`config.mk`:
```
export PLATFORM = sky130hd
export DESIGN_NAME = lookahead_borrow_subtractor_serial
export DESIGN_NICKNAME = d
export VERILOG_FILES = /design/src/rtl/lookahead_borrow_subtractor_serial_pkg.sv /design/src/rtl/lookahead_borrow_subtractor_serial_nibble.sv /design/src/rtl/lookahead_borrow_subtractor_serial.sv
export SDC_FILE = /design/constraint.sdc
export NUM_CORES = 1
export LEC_CHECK = 0
export BUFFER_PORTS_ARGS = -buffer_cell sky130_fd_sc_hd__buf_2
export CAP_MARGIN = 40
export CORE_MARGIN = 1
export CORE_UTILIZATION = 58
export DETAILED_ROUTE_END_ITERATION = 7
export PLACE_DENSITY = 0.95
export SLEW_MARGIN = 5
export SYNTH_ARGS = -nofsm -noshare
export SYNTH_HDL_FRONTEND = slang
export SYNTH_HIERARCHICAL = 1
export SYNTH_SLANG_ARGS = --single-unit
```
`constraint.sdc`:
```
create_clock -name clk -period 5.9 [get_ports clk]
set_clock_uncertainty 0.1 [all_clocks]
set_input_delay 0.885 -clock clk [delete_from_list [all_inputs] [get_ports clk]]
set_output_delay 0.885 -clock clk [all_outputs]
set_load 0.02 [all_outputs]
```
`src/rtl/lookahead_borrow_subtractor_serial_pkg.sv`:
```
// Shared types and constants for the nibble-serial borrow-lookahead subtractor.
package lookahead_borrow_subtractor_serial_pkg;

    localparam int unsigned NIBBLE_W = 4;

    typedef enum logic [1:0] {
        IDLE = 2'd0,
        RUN  = 2'd1,
        DONE = 2'd2
    } state_t;

    typedef struct packed {
        logic borrow;
        logic overflow;
        logic zero;
    } flags_t;

    // Nibble index width; a single-nibble build still needs a 1-bit index.
    function automatic int unsigned idx_width(input int unsigned nibbles);
        return (nibbles > 1) ? $clog2(nibbles) : 1;
    endfunction

endpackage

```
`src/rtl/lookahead_borrow_subtractor_serial_nibble.sv`:
```
// 4-bit borrow-lookahead subtract slice: d = a - b - bin, bout = borrow out.
module borrow_lookahead_nibble (
    input  logic [3:0] a,
    input  logic [3:0] b,
    input  logic       bin,
    output logic [3:0] d,
    output logic       bout
);

    logic [3:0] g;
    logic [3:0] p;
    logic [3:0] c;

    assign g = ~a & b;
    assign p = ~(a ^ b);

    // Every bit borrow is a flat sum of products on g/p/bin, no ripple path.
    assign c[0] = bin;
    assign c[1] = g[0] | (p[0] & bin);
    assign c[2] = g[1] | (p[1] & g[0]) | (p[1] & p[0] & bin);
    assign c[3] = g[2] | (p[2] & g[1]) | (p[2] & p[1] & g[0])
                | (p[2] & p[1] & p[0] & bin);
    assign bout = g[3] | (p[3] & g[2]) | (p[3] & p[2] & g[1])
                | (p[3] & p[2] & p[1] & g[0])
                | (p[3] & p[2] & p[1] & p[0] & bin);

    assign d = a ^ b ^ c;

endmodule

```
`src/rtl/lookahead_borrow_subtractor_serial.sv`:
```
// Multi-cycle a - b over WIDTH bits, one borrow-lookahead nibble per clock, LSB first,
// with valid/ready handshakes and registered borrow/overflow/zero flags.
module lookahead_borrow_subtractor_serial
    import lookahead_borrow_subtractor_serial_pkg::*;
#(
    parameter int unsigned WIDTH = 16
) (
    input  logic             clk,
    input  logic             rst,
    input  logic             in_valid,
    output logic             in_ready,
    input  logic [WIDTH-1:0] a,
    input  logic [WIDTH-1:0] b,
    output logic             out_valid,
    input  logic             out_ready,
    output logic [WIDTH-1:0] diff,
    output logic             borrow_out,
    output logic             overflow,
    output logic             zero
);

    localparam int unsigned NIBBLES = WIDTH / NIBBLE_W;
    localparam int unsigned IDX_W   = idx_width(NIBBLES);
    localparam int unsigned MSB     = WIDTH - 1;

    if ((WIDTH % NIBBLE_W) != 0 || WIDTH < NIBBLE_W) begin : g_bad_width
        $error("WIDTH must be a non-zero multiple of 4");
    end

    state_t             state;
    state_t             state_d;
    logic [WIDTH-1:0]   a_q;
    logic [WIDTH-1:0]   b_q;
    logic [WIDTH-1:0]   a_d;
    logic [WIDTH-1:0]   b_d;
    logic [WIDTH-1:0]   diff_d;
    logic [IDX_W-1:0]   idx_q;
    logic [IDX_W-1:0]   idx_d;
    logic               borrow_q;
    logic               borrow_d;
    flags_t             flags_q;
    flags_t             flags_d;
    logic               in_ready_d;
    logic               out_valid_d;

    logic [NIBBLE_W-1:0] nib_a_c;
    logic [NIBBLE_W-1:0] nib_b_c;
    logic [NIBBLE_W-1:0] nib_d_c;
    logic                nib_bout_c;

    // Current slice operands selected by the nibble index.
    always_comb begin
        nib_a_c = a_q[idx_q * NIBBLE_W +: NIBBLE_W];
        nib_b_c = b_q[idx_q * NIBBLE_W +: NIBBLE_W];
    end

    borrow_lookahead_nibble u_nibble (
        .a    (nib_a_c),
        .b    (nib_b_c),
        .bin  (borrow_q),
        .d    (nib_d_c),
        .bout (nib_bout_c)
    );

    // Next-state, datapath and output decode.
    always_comb begin
        state_d  = state;
        a_d      = a_q;
        b_d      = b_q;
        idx_d    = idx_q;
        borrow_d = borrow_q;
        diff_d   = diff;
        flags_d  = flags_q;

        case (state)
            IDLE: begin
                if (in_valid) begin
                    a_d      = a;
                    b_d      = b;
                    borrow_d = 1'b0;
                    idx_d    = '0;
                    state_d  = RUN;
                end
            end
            RUN: begin
                diff_d[idx_q * NIBBLE_W +: NIBBLE_W] = nib_d_c;
                borrow_d = nib_bout_c;
                idx_d    = idx_q + IDX_W'(1);
                if (idx_q == IDX_W'(NIBBLES - 1)) begin
                    // Flags are taken from the completed result, including the last slice.
                    idx_d            = '0;
                    flags_d.borrow   = nib_bout_c;
                    flags_d.overflow = (a_q[MSB] != b_q[MSB]) & (diff_d[MSB] != a_q[MSB]);
                    flags_d.zero     = ~|diff_d;
                    state_d          = DONE;
                end
            end
            DONE: begin
                if (out_ready) begin
                    state_d = IDLE;
                end
            end
            default: begin
                state_d = IDLE;
            end
        endcase

        in_ready_d  = (state_d == IDLE);
        out_valid_d = (state_d == DONE);
    end

    // State and registered outputs; reset aborts any operation in flight.
    always_ff @(posedge clk) begin
        if (rst) begin
            state     <= IDLE;
            a_q       <= '0;
            b_q       <= '0;
            idx_q     <= '0;
            borrow_q  <= 1'b0;
            diff      <= '0;
            flags_q   <= '0;
            in_ready  <= 1'b1;
            out_valid <= 1'b0;
        end else begin
            state     <= state_d;
            a_q       <= a_d;
            b_q       <= b_d;
            idx_q     <= idx_d;
            borrow_q  <= borrow_d;
            diff      <= diff_d;
            flags_q   <= flags_d;
            in_ready  <= in_ready_d;
            out_valid <= out_valid_d;
        end
    end

    assign borrow_out = flags_q.borrow;
    assign overflow   = flags_q.overflow;
    assign zero       = flags_q.zero;

endmodule

```
==> results of run 1 <==
cell usage after synthesis, drive strengths merged, types with 2 or more instances:
| master | instances | area (um^2) |
|---|---|---|
| nand3b | 3 | 22.52 |
| nor2b | 2 | 12.51 |
| o21ai | 2 | 10.01 |
| o21bai | 2 | 15.01 |
| nand3 | 6 | 30.03 |
| dfxtp | 58 | 1161 |
| a21oi | 46 | 234.0 |
| and2 | 5 | 31.28 |
| a22oi | 15 | 112.6 |
| xor2 | 2 | 17.52 |
| nor3 | 4 | 20.02 |
| mux4 | 8 | 187.7 |
| and3 | 3 | 18.77 |
| and3b | 2 | 17.52 |
| clkbuf | 9 | 33.78 |
| nor3b | 2 | 26.28 |
| ha | 11 | 137.6 |
| nand2 | 76 | 285.3 |
| nor4 | 3 | 18.77 |
| nor2 | 22 | 82.58 |
| buf | 7 | 33.78 |
| inv | 12 | 45.04 |
| a21o | 2 | 15.01 |
state kept, by name, indices dropped and copies added (netlist names):
register / cells
a_q: 16
b_q: 16
diff: 16
idx_q: 2
state: 2
borrow_out: 1
borrow_q: 1
in_ready: 1
out_valid: 1
overflow: 1
zero: 1
logic make-up (layout without fill, tap and decap cells):
logic type	count (synthesis)	count (layout)	synth area share (%)
AOI/OAI and AO/OA	76	76	17.17
xor gates and xnor gates	2	2	0.6516
adders and majority gates	12	12	5.863
buffers and inverters	28	87	4.188
DFF	58	58	43.18
muxes	9	9	7.352
and+or+nand+nor	130	130	21.59
layout make-up:
| cell class | count | share of cell area (%) |
|---|---|---|
| inverter | 12 | 1.402 |
| clock inverter | 2 | 0.3116 |
| clock buffer | 14 | 5.376 |
| tap | 52 | 2.026 |
| sequential | 58 | 36.15 |
| multi-input combinational | 229 | 44.06 |
| timing repair buffer | 59 | 10.67 |
stage by stage:
stage | hold WS [ns] | setup WS, ns | cells | cell area [um^2] | util [%]
3_5_place_dp | 0.3475 | 2.692 | 409 | 3014 | 68.28
3_3_place_gp | 0.3387 | 2.801 | 407 | 2967 | 67.21
2_1_floorplan | 0.3315 | 3.076 | 315 | 2689 | -
5_1_grt | 0.3797 | 2.415 | 426 | 3212 | 72.76
4_1_cts | 0.3557 | 2.653 | 425 | 3197 | 72.42
6_report | 0.3565 | 2.620 | 426 | 3212 | 72.76
layer usage:
layer / GRT usage, % / routed length [um]
met4: 8.667 / 78
met2: 42.52 / 2797
met1: 31.42 / 2554
met5: 0 / 0
met3: 7.792 / 338
cells in the final DEF, fill, tap and decap left out, drive strengths merged, types with 2 or more instances in the layout:
cell type and count:
a22oi 15, nor3b 2, o21bai 2, nand3 6
and3b 2, a21oi 46, xor2 2, and2 5
nor2b 2, clkinv 2, ha 11, nand3b 3
nor2 22, dfxtp 58, inv 12, nor3 4
and3 3, buf 59, clkbuf 14, mux4 8
a21o 2, nor4 3, o21ai 2, nand2 76
how the worst min path moves through the flow:
stage | depth (start not counted) | endpoint | startpoint | slack, ns
global placement | 2 | borrow_out$_SDFFE_PP0P_ | borrow_out$_SDFFE_PP0P_ | 0.34
global route | 2 | b_q[3]$_SDFFE_PP0P_ | b_q[3]$_SDFFE_PP0P_ | 0.38
CTS | 2 | a_q[12]$_SDFFE_PP0P_ | a_q[12]$_SDFFE_PP0P_ | 0.36
floorplan | 2 | a_q[7]$_SDFFE_PP0P_ | a_q[7]$_SDFFE_PP0P_ | 0.33
finish | 2 | b_q[13]$_SDFFE_PP0P_ | b_q[13]$_SDFFE_PP0P_ | 0.36
detailed placement | 2 | a_q[12]$_SDFFE_PP0P_ | a_q[12]$_SDFFE_PP0P_ | 0.35
worst reg2reg max path, stage by stage (launching register included):
cell and delay [ns]:
dfxtp_1 0.81, mux4_2 0.59, ha_1 0.34, a21o_1 0.20
a21oi_1 0.17, nand3b_1 0.26, a32oi_1 0.33, nor3b_1 0.09
o31a_1 0.28
power breakdown:
group	internal (mW)	switching (mW)	leakage, nW	total (mW)
logic	0.0555	0.0772	0.803	0.133
clock network	0.186	0.146	0.0965	0.332
registers	0.409	0.0138	0.473	0.422
==> results.sh, run 1 <==
export IMPL_drv_cap=0
export IMPL_clk_latency_ns=0.34
export IMPL_multi_input_area_um2=1415
export IMPL_gr_usage_all_layers_pct=25.55
export IMPL_cp_start_kind="flip-flop"
export IMPL_gp_congestion=0.8585
export IMPL_antenna_found_initial=0
export IMPL_io_pins=57
export IMPL_r2r_end="overflow$_SDFFE_PP0P_"
export IMPL_rsz0062_at_grt="no"
export IMPL_clockBufferDepth=2
export IMPL_critPathCapture="overflow$_SDFFE_PP0P_"
export IMPL_relSlewSlack_pct=44.85
export IMPL_slowest_delay_ns=0.81
export IMPL_avgSynthCellArea_um2=8.536
export IMPL_layout_min_cycle_time_ns=3.280
export IMPL_reg2reg_depth=8
export IMPL_die_area_um2=4912
export IMPL_finalCritPeriodShare_pct=55.60
export IMPL_std_cell_rows=24
export IMPL_synthArstFlopShare_pct=0
export IMPL_synthesis_area_um2=2689
export IMPL_syn_to_final_growth_pct=19.45
export IMPL_slowest_stage="dfxtp_1"
export IMPL_hold_class="reg2reg"
export IMPL_regToRegStartpoint="idx_q[0]$_SDFFE_PP0P_"
export IMPL_critical_path_class="reg2reg"
export IMPL_io_buffers=56
export IMPL_regArea_um2=1161
export IMPL_drc=0
export IMPL_required_ns=6.03
export IMPL_root_buffer="clkbuf_8"
export IMPL_seq_area_frac_synth_pct=43.18
export IMPL_drive_gt1_share_pct=22.19
export IMPL_outcome="finished, final reports clean"
export IMPL_ys_seq_elements=58
export IMPL_route_final_wire_length_mm=5.768
export IMPL_cp_startpoint="idx_q[0]$_SDFFE_PP0P_"
export IMPL_finalSetupViolCount=0
export IMPL_crit_fanout=18
export IMPL_grt_pass1_vias=2323
export IMPL_hold_buffers=0
export IMPL_coreArea_um2=4414
export IMPL_critical_path_depth=8
export IMPL_cts_buffers=9
export IMPL_cts_tree="done"
export IMPL_postRouteAntennaNets=0
export IMPL_htreeDepth=3
export IMPL_finalNetCount=417
export IMPL_die_w_um=70.09
export IMPL_arrival_ns=3.41
export IMPL_drt_iter0_markers=195
export IMPL_via_count=2437
export IMPL_hold_viol=0
export IMPL_synth_top_flop_cell="dfxtp_1"
export IMPL_die_h_um=70.09
export IMPL_post_cts_setup_buffers=0
export IMPL_power_density_nw_per_um2=276.1
export IMPL_end_kind="flip-flop"
export IMPL_diodes=0
export IMPL_worst_slew_pin_slew_ns=0.8255
export IMPL_fin_setup_tns_ns=0
export IMPL_dp_hpwl_mm=4.117
export IMPL_total_leakage_power_nw=1.373
export IMPL_drt_pass1_iterations=5
export IMPL_fill_cells=326
export IMPL_fmax_mhz=304.8
export IMPL_syn_inst=315
export IMPL_grt_overflow_total=0
export IMPL_slew_violations=0
export IMPL_ctsResizeCount=0
export IMPL_r2r_slack_ns=2.62
export IMPL_syn_nets=363
export IMPL_cp_top_family="compound AO/OA/AOI/OAI gates"
export IMPL_total_power_uw=886.7
export IMPL_clk_pin_slew_ns=0.06
export IMPL_viasPerCell=5.721
export IMPL_start_util_pct=60.91
export IMPL_cts_sinks=58
export IMPL_cp_num_buf_inv=0
export IMPL_irDropWorstVdd_mv=0.1650
export IMPL_wl_per_cell_um=13.54
export IMPL_grt_start_max_net_pins=37
export IMPL_yosysWarnings=6
export IMPL_grt_pass1_wl_mm=9.963
export IMPL_synth_distinct_cells=40
export IMPL_synth_edf_count=0
export IMPL_path_cells="mux4_2, ha_1, a21o_1, a21oi_1, nand3b_1, a32oi_1, nor3b_1, o31a_1"
Note: power is estimated with default switching activity, not from simulation.
==> run 2, diff against run 1 <==
--- a/config.mk
+++ b/config.mk
@@ -8,9 +8,9 @@
 export BUFFER_PORTS_ARGS = -buffer_cell sky130_fd_sc_hd__buf_2
 export CAP_MARGIN = 40
 export CORE_MARGIN = 1
-export CORE_UTILIZATION = 58
+export CORE_UTILIZATION = 54
 export DETAILED_ROUTE_END_ITERATION = 7
-export PLACE_DENSITY = 0.95
+export PLACE_DENSITY = 0.9
 export SLEW_MARGIN = 5
 export SYNTH_ARGS = -nofsm -noshare
 export SYNTH_HDL_FRONTEND = slang
==> constraint.sdc (replaced) <==
create_clock -name clk -period 3.38 [get_ports clk]
set_clock_uncertainty 0.1 [all_clocks]
set_input_delay 0.507 -clock clk [delete_from_list [all_inputs] [get_ports clk]]
set_output_delay 0.507 -clock clk [all_outputs]
set_load 0.02 [all_outputs]
==> run 2 against run 1 <==
  * Sequential cell count is the same
  * Die area grew 7.2%
  * First-iteration DRC count shrank 19%
  * Non-clock buffer count grew 3
  * Maximum frequency grew 13%
  * Combinational power grew 77%
  * Final cell count grew 4.2%
==> results.sh, run 2 (synthesized netlist as in run 1, its figures left out) <==
export IMPL_diodes=0
export IMPL_end_kind="flip-flop"
export IMPL_drt_iter0_markers=158
export IMPL_root_buffer="clkbuf_8"
export IMPL_min_from="b[10]"
export IMPL_antenna_found_initial=0
export IMPL_gp_congestion=0.8487
export IMPL_outcome="finished, final reports clean"
export IMPL_route_final_wire_length_mm=5.804
export IMPL_gr_usage_all_layers_pct=24.33
export IMPL_fin_setup_tns_ns=0
export IMPL_reg_top3="a_q x16, b_q x16, diff x16"
export IMPL_arrival_ns=3.03
export IMPL_io_buffers=56
export IMPL_slew_violations=0
export IMPL_fmax_mhz=344.8
export IMPL_ctsResizeCount=0
export IMPL_critical_path_class="reg2reg"
export IMPL_cts_sinks=58
export IMPL_finalCritPeriodShare_pct=85.81
export IMPL_start_util_pct=56.55
export IMPL_hold_class="in2reg"
export IMPL_dp_hpwl_mm=4.309
export IMPL_coreArea_um2=4755
export IMPL_rsz0062_at_grt="no"
export IMPL_die_area_um2=5266
export IMPL_clk_latency_ns=0.34
export IMPL_std_cell_rows=25
export IMPL_slowest_stage="mux4_2"
export IMPL_relSlewSlack_pct=43.69
export IMPL_total_leakage_power_nw=1.374
export IMPL_syn_to_final_growth_pct=19.82
export IMPL_post_cts_setup_buffers=0
export IMPL_r2r_slack_ns=0.48
export IMPL_final_core_util_pct=67.76
export IMPL_die_w_um=72.57
export IMPL_die_h_um=72.57
export IMPL_drt_pass1_iterations=4
export IMPL_hold_viol=0
export IMPL_clockBufferDepth=2
export IMPL_whs_path_depth=3
export IMPL_viasPerCell=5.446
export IMPL_postRouteAntennaNets=0
export IMPL_layout_min_cycle_time_ns=2.900
export IMPL_irDropWorstVdd_mv=0.3550
export IMPL_grt_start_max_net_pins=38
export IMPL_cts_tree="done"
export IMPL_drive_gt1_share_pct=22.55
export IMPL_final_common_cell="nand2_1"
export IMPL_crit_fanout=6
export IMPL_worst_slew_pin_slew_ns=0.8429
export IMPL_htreeDepth=3
export IMPL_finalNetCount=420
export IMPL_grt_pass1_wl_mm=9.708
export IMPL_cp_start_kind="flip-flop"
export IMPL_drv_cap=0
export IMPL_drc=0
export IMPL_grt_pass1_vias=2248
export IMPL_placed_area_um2=3058
export IMPL_wl_per_cell_um=13.07
export IMPL_regToRegStartpoint="idx_q[0]$_SDFFE_PP0P_"
export IMPL_hold_end="b_q[10]$_SDFFE_PP0P_"
export IMPL_total_power_mw=1.507
export IMPL_finalSetupViolCount=0
export IMPL_multi_input_area_um2=1415
export IMPL_fill_cells=388
export IMPL_hold_buffers=0
export IMPL_grt_overflow_total=0
export IMPL_slowest_delay_ns=0.54
export IMPL_path_cells="buf_4, mux4_2, inv_1, ha_1, a21oi_1, nor2_1, nand3b_1, a32oi_1, nor3b_1, o31a_1"
export IMPL_via_count=2418
export IMPL_r2r_end="overflow$_SDFFE_PP0P_"
export IMPL_regArea_um2=1161
export IMPL_cts_buffers=9
export IMPL_io_pins=57
export IMPL_clk_pin_slew_ns=0.06
export IMPL_power_density_nw_per_um2=467.8
export IMPL_layout_common_cells="76 x nand2_1, 58 x dfxtp_1, 56 x buf_2"
export IMPL_required_ns=3.51
export IMPL_reg2reg_depth=10
export IMPL_hold_ws_ns=0.2967
export IMPL_fin_area_um2=3222
run 2: cell count changes in the layout (fill, tap and decap cells not counted), sizes merged:
| cell | previous run | this run |
|---|---|---|
| buf | 59 | 62 |
| clkbuf | 14 | 13 |
| clkinv | 2 | 3 |
run 2: layout make-up:
class	count	area share (%)
Clock inverter	3	0.4660
Clock buffer	13	4.621
Timing Repair Buffer	62	10.95
Multi-Input combinational cell	229	43.92
Inverter	12	1.398
Tap cell	67	2.602
Sequential cell	58	36.04
run 2: critical path: cells and delay by family, from the launching register on:
kind / cells / cell delay (ns)
buffers and inverters: 2 / 0.27
adder cells (fa/ha/maj): 1 / 0.25
AO/OA/AOI/OAI: 3 / 0.80
AND/OR/NAND/NOR: 3 / 0.48
flip-flops: 1 / 0.34
multiplexers: 1 / 0.54
run 2: stage by stage:
stage	instances	worst slack, ns
3_5_place_dp	428	0.5097
5_1_grt	444	0.3738
3_3_place_gp	425	0.6573
4_1_cts	444	0.4985
6_report	444	0.4796
2_1_floorplan	315	0.5561
run 2: layer usage:
metal	vias to the layer above	global-route usage, %	share of wire (%)
met5	-	0	0
met4	0	12.20	2.3
met3	14	6.250	4.4
met2	65	41.54	50
met1	1124	28.22	43
li1	1215	-	-
run 2: where the power goes:
part	switching (mW)	total, mW	internal [mW]
registers	0.0189	0.732	0.713
logic	0.139	0.236	0.0970
clock network	0.257	0.539	0.282
total	0.415	1.51	1.09
run 2: worst max-delay path by stage:
stage	startpoint	to
2_1_floorplan	idx_q[0]$_SDFFE_PP0P_	overflow$_SDFFE_PP0P_
3_3_place_gp	idx_q[1]$_SDFFE_PP0P_	overflow$_SDFFE_PP0P_
3_5_place_dp	idx_q[1]$_SDFFE_PP0P_	overflow$_SDFFE_PP0P_
4_1_cts	idx_q[1]$_SDFFE_PP0P_	overflow$_SDFFE_PP0P_
5_1_grt	idx_q[0]$_SDFFE_PP0P_	overflow$_SDFFE_PP0P_
6_report	idx_q[0]$_SDFFE_PP0P_	overflow$_SDFFE_PP0P_
==> run 3, diff against run 2 <==
--- a/config.mk
+++ b/config.mk
@@ -11,6 +11,7 @@
 export CORE_UTILIZATION = 54
 export DETAILED_ROUTE_END_ITERATION = 7
 export PLACE_DENSITY = 0.9
+export RECOVER_POWER = 25
 export SLEW_MARGIN = 5
 export SYNTH_ARGS = -nofsm -noshare
 export SYNTH_HDL_FRONTEND = slang
==> run 3 against run 2 <==
  * Sequential cell count unchanged
  * Sequential power is essentially flat
  * Utilization decreased by 0.24 points
  * Critical endpoint unchanged
  * Sequential share of layout area up 0.13 points
  * Clock power shrank 0.7%
  * Highest routed layer unchanged
  * Final cell count is the same
  * Power down 0.38%
  * Largest cell class unchanged
  * Non-clock buffer count unchanged
  * Critical path type unchanged
==> results.sh, run 3 (synthesized netlist as in run 1, its figures left out) <==
export IMPL_stdcell_count=444
export IMPL_total_leakage_power_nw=1.367
export IMPL_die_w_um=72.57
export IMPL_final_common_cell="nand2_1"
export IMPL_grt_pass1_wl_mm=9.708
export IMPL_clk_latency_ns=0.34
export IMPL_hold_class="in2reg"
export IMPL_viasPerCell=5.423
export IMPL_fin_area_um2=3211
export IMPL_die_area_um2=5266
export IMPL_diodes=0
export IMPL_irDropWorstVdd_mv=0.3548
export IMPL_std_cell_rows=25
export IMPL_r2r_end="overflow$_SDFFE_PP0P_"
export IMPL_fin_setup_tns_ns=0
export IMPL_io_buffers=56
export IMPL_die_h_um=72.57
export IMPL_total_power_mw=1.502
export IMPL_htreeDepth=3
export IMPL_gr_usage_all_layers_pct=24.33
export IMPL_cts_sinks=58
export IMPL_layout_min_cycle_time_ns=2.904
export IMPL_clk_pin_slew_ns=0.06
export IMPL_ctsResizeCount=0
export IMPL_regToRegStartpoint="idx_q[0]$_SDFFE_PP0P_"
export IMPL_placed_area_um2=3058
export IMPL_drc=0
export IMPL_reg2reg_depth=10
export IMPL_hold_end="b_q[10]$_SDFFE_PP0P_"
export IMPL_drv_cap=0
export IMPL_required_ns=3.51
export IMPL_hold_buffers=0
export IMPL_drt_iter0_markers=153
export IMPL_finalCritPeriodShare_pct=85.91
export IMPL_setup_slack_ns=0.4762
export IMPL_cp_start_kind="flip-flop"
export IMPL_crit_fanout=6
export IMPL_finalSetupViolCount=0
export IMPL_io_pins=57
export IMPL_relSlewSlack_pct=21.92
export IMPL_drive_gt1_share_pct=22.28
export IMPL_clockBufferDepth=2
export IMPL_slew_violations=0
export IMPL_critical_path_class="reg2reg"
export IMPL_grt_start_max_net_pins=38
export IMPL_coreArea_um2=4755
export IMPL_end_kind="flip-flop"
export IMPL_hold_viol=0
export IMPL_via_count=2408
export IMPL_root_buffer="clkbuf_8"
export IMPL_start_util_pct=56.55
export IMPL_outcome="finished, final reports clean"
export IMPL_r2r_slack_ns=0.48
export IMPL_antenna_found_initial=0
export IMPL_cts_tree="done"
export IMPL_grt_overflow_total=0
export IMPL_drt_pass1_iterations=4
export IMPL_cts_buffers=9
export IMPL_wl_per_cell_um=13.05
export IMPL_hold_ws_ns=0.3025
export IMPL_postRouteAntennaNets=0
export IMPL_finalNetCount=420
export IMPL_dp_cells=428
export IMPL_dp_hpwl_mm=4.309
export IMPL_grt_pass1_vias=2248
export IMPL_rsz0062_at_grt="no"
export IMPL_route_final_wire_length_mm=5.794
export IMPL_layout_common_cells="76 x nand2_1, 58 x dfxtp_1, 56 x buf_2"
export IMPL_final_core_util_pct=67.53
export IMPL_gp_congestion=0.8487
export IMPL_post_cts_setup_buffers=0
export IMPL_arrival_ns=3.03
export IMPL_worst_slew_pin_slew_ns=1.171
export IMPL_pre_cts_slack_ns=0.5097
export IMPL_power_density_nw_per_um2=467.7
export IMPL_min_from="b[10]"
export IMPL_syn_to_final_growth_pct=19.40
export IMPL_reg_top3="a_q x16, b_q x16, diff x16"
export IMPL_fmax_mhz=344.4
export IMPL_whs_path_depth=3
-- run 3: changes by cell type in the layout (fill, tap and decap cells not counted), sizes merged --
cell    delta
buf        -1
clkbuf     +1
-- run 3: per-layer routing --
metal	track usage [%]	vias up	wire length, um
met5	0	-	0
met2	41.54	59	2891
met1	28.22	1119	2539
met3	6.250	14	229
li1	-	1216	-
met4	12.20	0	133
-- run 3: power by group --
part	total [mW]	internal (mW)	switching (mW)	leakage, nW
logic	0.234	0.0952	0.139	0.807
registers	0.732	0.713	0.0190	0.473
clock network	0.535	0.282	0.253	0.0872
-- run 3: worst max-delay path by stage --
stage	start	end	slack, ns	depth (start not counted)
6_report	idx_q[0]$_SDFFE_PP0P_	overflow$_SDFFE_PP0P_	0.48	10
5_1_grt	idx_q[0]$_SDFFE_PP0P_	overflow$_SDFFE_PP0P_	0.37	10
4_1_cts	idx_q[1]$_SDFFE_PP0P_	overflow$_SDFFE_PP0P_	0.50	8
3_5_place_dp	idx_q[1]$_SDFFE_PP0P_	overflow$_SDFFE_PP0P_	0.51	8
3_3_place_gp	idx_q[1]$_SDFFE_PP0P_	overflow$_SDFFE_PP0P_	0.66	8
2_1_floorplan	idx_q[0]$_SDFFE_PP0P_	overflow$_SDFFE_PP0P_	0.56	10
-- run 3: final cells by class --
class                   instances  area (um^2)
fillers                       390         1544
multi-input cells             229         1415
flip-flops and latches         58         1161
repair buffers                 62        341.6
clock buffers                  13        148.9
well taps                      67        83.83
inverters                      12        45.04
clock inverters                 3        15.01
-- run 3: worst max-delay path: stages, from the launching register on --
cell      delay [ns]
dfxtp_1         0.34
buf_4           0.17
mux4_2          0.54
inv_1           0.10
ha_1            0.25
a21oi_1         0.22
nor2_1          0.10
nand3b_1        0.31
a32oi_1         0.30
nor3b_1         0.08
o31a_1          0.28
